### src/rtl/multi_debounce_scheduler.sv
// Multi-channel debouncer: a prescaler tick starts a round-robin scan that
// updates one channel's sample history and debounced level per clock.
module multi_debounce_scheduler #(
  parameter int unsigned CLK_FREQUENCY_HZ       = 100000000,
  parameter int unsigned DEBOUNCE_FREQUENCY_HZ  = 250,
  parameter int unsigned CNTR_WIDTH             = 32,
  parameter int unsigned NUM_INPUTS             = 8,
  parameter int unsigned HISTORY_DEPTH          = 4,
  parameter int unsigned SIMULATE               = 0,
  parameter int unsigned SIMULATE_FREQUENCY_CNT = 5
) (
  input  logic                  clk,
  input  logic                  reset,
  input  logic                  enable,
  input  logic [NUM_INPUTS-1:0] signal_in,
  input  logic                  clear_overrun,
  output logic [NUM_INPUTS-1:0] signal_out,
  output logic [NUM_INPUTS-1:0] rise_pulse,
  output logic [NUM_INPUTS-1:0] fall_pulse,
  output logic                  scan_busy,
  output logic                  overrun
);

  localparam int unsigned IDX_W    = (NUM_INPUTS > 1) ? $clog2(NUM_INPUTS) : 1;
  localparam int unsigned HIST_W   = HISTORY_DEPTH - 1;
  localparam int unsigned TOP_FULL = (SIMULATE != 0) ? SIMULATE_FREQUENCY_CNT
                                   : CLK_FREQUENCY_HZ / DEBOUNCE_FREQUENCY_HZ - 1;
  localparam logic [CNTR_WIDTH-1:0] TOP      = CNTR_WIDTH'(TOP_FULL);
  localparam logic [IDX_W-1:0]      LAST_IDX = IDX_W'(NUM_INPUTS - 1);

  typedef enum logic {IDLE, SCAN} state_t;

  state_t                          state_q, state_d;
  logic [CNTR_WIDTH-1:0]           cnt_q, cnt_d;
  logic [IDX_W-1:0]                idx_q, idx_d;
  logic [NUM_INPUTS-1:0]           sync1_q, sync2_q;
  // Only the previous D-1 samples are stored; the fresh sample completes the window.
  logic [NUM_INPUTS-1:0][HIST_W-1:0] hist_q, hist_d;
  logic [NUM_INPUTS-1:0]           signal_out_q, signal_out_d;
  logic [NUM_INPUTS-1:0]           rise_q, rise_d;
  logic [NUM_INPUTS-1:0]           fall_q, fall_d;
  logic                            scan_busy_q, scan_busy_d;
  logic                            overrun_q, overrun_d;
  logic                            tick_c;
  logic [HISTORY_DEPTH-1:0]        nh_c;

  assign signal_out = signal_out_q;
  assign rise_pulse = rise_q;
  assign fall_pulse = fall_q;
  assign scan_busy  = scan_busy_q;
  assign overrun    = overrun_q;

  assign tick_c = enable && (cnt_q == TOP);
  assign nh_c   = {hist_q[idx_q], sync2_q[idx_q]};

  always_comb begin
    state_d      = state_q;
    idx_d        = idx_q;
    hist_d       = hist_q;
    signal_out_d = signal_out_q;
    rise_d       = '0;
    fall_d       = '0;
    overrun_d    = overrun_q;

    if (!enable)            cnt_d = '0;
    else if (cnt_q == TOP)  cnt_d = '0;
    else                    cnt_d = cnt_q + CNTR_WIDTH'(1);

    if (clear_overrun) overrun_d = 1'b0;

    case (state_q)
      IDLE: begin
        idx_d = '0;
        if (tick_c) state_d = SCAN;
      end
      SCAN: begin
        hist_d[idx_q] = nh_c[HIST_W-1:0];
        if ((&nh_c) && !signal_out_q[idx_q]) begin
          signal_out_d[idx_q] = 1'b1;
          rise_d[idx_q]       = 1'b1;
        end else if (!(|nh_c) && signal_out_q[idx_q]) begin
          signal_out_d[idx_q] = 1'b0;
          fall_d[idx_q]       = 1'b1;
        end
        // A tick landing mid-scan is dropped and flagged; the set beats a clear.
        if (tick_c) overrun_d = 1'b1;
        if (idx_q == LAST_IDX) begin
          state_d = IDLE;
          idx_d   = '0;
        end else begin
          idx_d = idx_q + IDX_W'(1);
        end
      end
      default: state_d = IDLE;
    endcase

    scan_busy_d = (state_d == SCAN);
  end

  always_ff @(posedge clk or posedge reset) begin
    if (reset) begin
      state_q      <= IDLE;
      cnt_q        <= '0;
      idx_q        <= '0;
      sync1_q      <= '0;
      sync2_q      <= '0;
      hist_q       <= '0;
      signal_out_q <= '0;
      rise_q       <= '0;
      fall_q       <= '0;
      scan_busy_q  <= 1'b0;
      overrun_q    <= 1'b0;
    end else begin
      state_q      <= state_d;
      cnt_q        <= cnt_d;
      idx_q        <= idx_d;
      sync1_q      <= signal_in;
      sync2_q      <= sync1_q;
      hist_q       <= hist_d;
      signal_out_q <= signal_out_d;
      rise_q       <= rise_d;
      fall_q       <= fall_d;
      scan_busy_q  <= scan_busy_d;
      overrun_q    <= overrun_d;
    end
  end

endmodule

### config.mk
export PLATFORM = sky130hd
export DESIGN_NAME = multi_debounce_scheduler
export DESIGN_NICKNAME = d
export VERILOG_FILES = /design/src/rtl/multi_debounce_scheduler.sv
export SDC_FILE = /design/constraint.sdc
export NUM_CORES = 1
export LEC_CHECK = 0
export ABC_AREA = 0
export ABC_CLOCK_PERIOD_IN_PS = 4750
export CORE_ASPECT_RATIO = 1.1
export CORE_MARGIN = 10
export CORE_UTILIZATION = 30
export DETAILED_ROUTE_END_ITERATION = 16
export PLACE_DENSITY = 0.44
export SYNTH_ARGS = -nofsm -noshare
export SYNTH_HDL_FRONTEND = slang
export SYNTH_SLANG_ARGS = --single-unit
### constraint.sdc
create_clock -name clk -period 4.75 [get_ports clk]
set_input_delay 0.475 -clock clk [delete_from_list [all_inputs] [get_ports clk]]
set_output_delay 0.475 -clock clk [all_outputs]
set_load 0.02 [all_outputs]
==> impl_metrics.json <==
{
  "power_switching_mw": 0.365,
  "grtUsageTotal": 0.101,
  "use_met1": 0.134,
  "leakagePower_nw": 2.17,
  "netlist_top_cells_count": "101 x dfrtp_1, 47 x nor2_1, 42 x nand2_1, 26 x o21ai_0, 17 x nand3_1",
  "drc_errors": 0,
  "seq_area_frac_synth": 0.588,
  "path_cells": "buf_4, mux4_2, mux2i_2, nand4bb_1, nand4b_1, o2bb2ai_1",
  "drt_iter0_drc": 157,
  "cts_tree": "built",
  "synth_compound_area_frac": 0.0593,
  "antenna_cells": 0,
  "post_cts_buffers": 0,
  "synthToLayoutAreaGrowth_pct": 20.0,
  "p_clk_frac": 0.454,
  "endpoint_kind": "register",
  "pwr_density_cell_nw_per_um2": 324,
  "muxShareOfSynthArea": 0.0593,
  "rows": 45,
  "synth_top_family_by_area": "simple AND/OR/NAND/NOR gates",
  "synth_warnings": 0,
  "drive_gt1_frac": 0.0820,
  "syn_avg_cell_area_sq_um": 11.2,
  "async_flop_share": 1.00,
  "dp_hpwl_mm": 6.54,
  "start_kind": "register",
  "finalHoldViolCount": 0,
  "p_int_mw": 1.31,
  "synth.area.top_cells": "dfrtp_1 59%, nor2_1 4.1%, mux4_2 3.7%, nand2_1 3.7%, xor2_1 3.1%",
  "setup_slack_ps": 1730,
  "setup_viol": 0,
  "grtUsageMet3": 0.0272,
  "boundaryPins": 38,
  "period_share": 0.637,
  "grt-ovfl-total": 0,
  "ys_ff_latch": 101,
  "syn-cell-area_sq_um": 4300,
  "clkTransAtPathRegs_ps": 70,
  "fin_crit_ps": 3020,
  "yosys.area_share.simple": 0.198,
  "pre_cts_ws_ps": 1710,
  "synth-xor-area-share": 0.0570,
  "drt-total-wl_mm": 9.47,
  "cts_hold_buf": 0,
  "cts_root_buf": "clkbuf_16",
  "rsz0062_at_grt": "no",
  "path_max_fanout": 14,
  "ys.flop_type": "dfrtp_1",
  "gp_congestion": 0.801,
  "grt_pass1_wl_mm": 16.0,
  "fin_worst_skew_ps": 6.76,
  "worstMarginPinSlew_ps": 866,
  "die_area_sq_um": 19500,
  "switching_share": 0.218,
  "fmax_mhz": 331,
  "grt_max_degree": 71,
  "synth.largest_area_cell": "dfrtp_1",
  "cts.sinks": 101,
  "io_buffers": 37,
  "synth_fa_ha_area_frac": 0.00873,
  "outcome": "finished, final reports clean",
  "seqPwrFrac": 0.521,
  "synth_edf_count": 0,
  "drv_slew": 0,
  "slowest_delay_ps": 640,
  "antenna_left": 0,
  "yosysTopAreaCellShare": 0.588,
  "grt-busiest-layer": "met2",
  "cp.required_ps": 4970,
  "cts_resized": 0,
  "dieWidth_um": 134,
  "initial_utilization": 0.309,
  "synth_cell_types": 41,
  "path_class": "reg -> reg",
  "combPwrFrac": 0.024,
  "antenna_found_initial": 0,
  "synth_cells": 384,
  "wire_per_inst_um": 15.4,
  "worstSkewPairLatency_ps": 350,
  "cts_buffer_depth": 2,
  "first_pass_iters": 6,
  "cap_viol_max_count": 0,
  "grt_pass1_vias": 3004,
  "cts-buffers-inserted": 9,
  "crit_path_top_delay_cell": "dfrtp_1",
  "setup_tns_ps": 0,
  "syn-num-nets": 399,
  "yosysMostFrequentCell": "dfrtp_1",
  "die_h_um": 146,
  "gr-usage-met2": 0.148,
  "fin_nets": 437,
  "viasPerCell": 4.71,
  "core_area_sq_um": 13900,
  "slew_headroom": 0.406,
  "h-tree-depth": 3,
  "num_vias": 2895,
  "ir_drop_v": 0.000135,
  "min_path_type": "reg -> reg",
  "worstPathArrival_ps": 3240
}
## placed cells by master, fill, tap and decap left out, types with 2 or more instances in the layout
cell             count
nor4_1               6
buf_4                3
nand2_1             42
nand4b_1             2
mux4_2               7
xnor2_1             13
nor2b_1              5
nor3_1              10
nand3_1             17
o22ai_1              6
nor2_1              47
nand3b_1             2
inv_1               12
clkinvlp_4           2
or4_1                5
mux2_2               3
and2_1               7
dfrtp_1            101
xor2_1              15
nand4_1             11
and4_1               4
o2bb2ai_1            3
and3_1               5
o21ai_0             26
mux2i_1              5
clkdlybuf4s50_1     37
ha_1                 3
clkbuf_16            9
## cells by family (layout without fill, tap and decap cells)
| group | count (synthesis) | after routing |
|---|---|---|
| buffers and inverters | 26 | 69 |
| xor gates and xnor gates | 28 | 28 |
| AOI/OAI and AO/OA | 41 | 41 |
| DFF | 101 | 101 |
| muxes | 16 | 16 |
| and+or+nand+nor | 169 | 169 |
| adders and majority gates | 3 | 3 |
## power by group through the flow
stage	logic [mW]	clock network [mW]	registers, mW
after floorplan	0.0246	0	0.888
after global placement	0.0426	0	0.889
after detailed placement	0.0426	0	0.890
after CTS	0.0428	0.790	0.873
after global routing	0.0469	0.820	0.873
final	0.0406	0.760	0.873
## stage by stage
step / power, mW / hold slack (ps) / std cells / instance area, sq um / utilization
final: 1.67 / 350 / 615 / 5160 / 0.371
after detailed placement: 0.932 / 336 / 599 / 4850 / 0.349
after floorplan: 0.912 / 331 / 384 / 4300 / -
after global placement: 0.932 / 334 / 599 / 4850 / 0.349
after CTS: 1.71 / 353 / 615 / 5160 / 0.371
after global routing: 1.74 / 367 / 615 / 5160 / 0.371
## routing by layer
metal	wire length (um)	vias up
li1	-	1413
met1	4730	1428
met2	4160	43
met3	384	11
met4	192	0
met5	0	-
## path summary, 6_finish.rpt
path	cells past startpoint	slack [ps]	to	start
min reg2reg	0	350	sync2_q[6]$_DFF_PP0_	sync1_q[6]$_DFF_PP0_
max reg2reg	6	1730	register	idx_q[0]$_DFF_PP0_
max	6	1730	register	idx_q[0]$_DFF_PP0_
min in group asynchronous	2	660	sync1_q[5]$_DFF_PP0_	reset
min	0	350	sync2_q[6]$_DFF_PP0_	sync1_q[6]$_DFF_PP0_
max in group asynchronous	3	3140	cnt_q[31]$_DFF_PP0_	reset
## sequential cells by signal, indices dropped and copies added, names as in the netlist, named ones only
| name | count |
|---|---|
| cnt_q | 32 |
| sync2_q | 8 |
| hist_q | 24 |
| fall_pulse | 8 |
| sync1_q | 8 |
| overrun | 1 |
| rise_pulse | 8 |
| scan_busy | 1 |
| idx_q | 3 |
## area by class of cell
class,instances,area (sq um)
Timing Repair Buffer,40,393
Multi-Input combinational cell,257,1650
Sequential cell,101,2530
Clock inverter,6,70.1
Tap cell,188,235
Fill cell,1414,8750
Inverter,13,51.3
Clock buffer,10,239
## worst max-delay path: cells and delay by family (launching register included)
family	cells	cell delay, ps
muxes	2	980
AOI/OAI and AO/OA	1	190
buffers and inverters	1	280
and+or+nand+nor	2	790
DFF	1	640
Power figures use the tool's default switching activity.
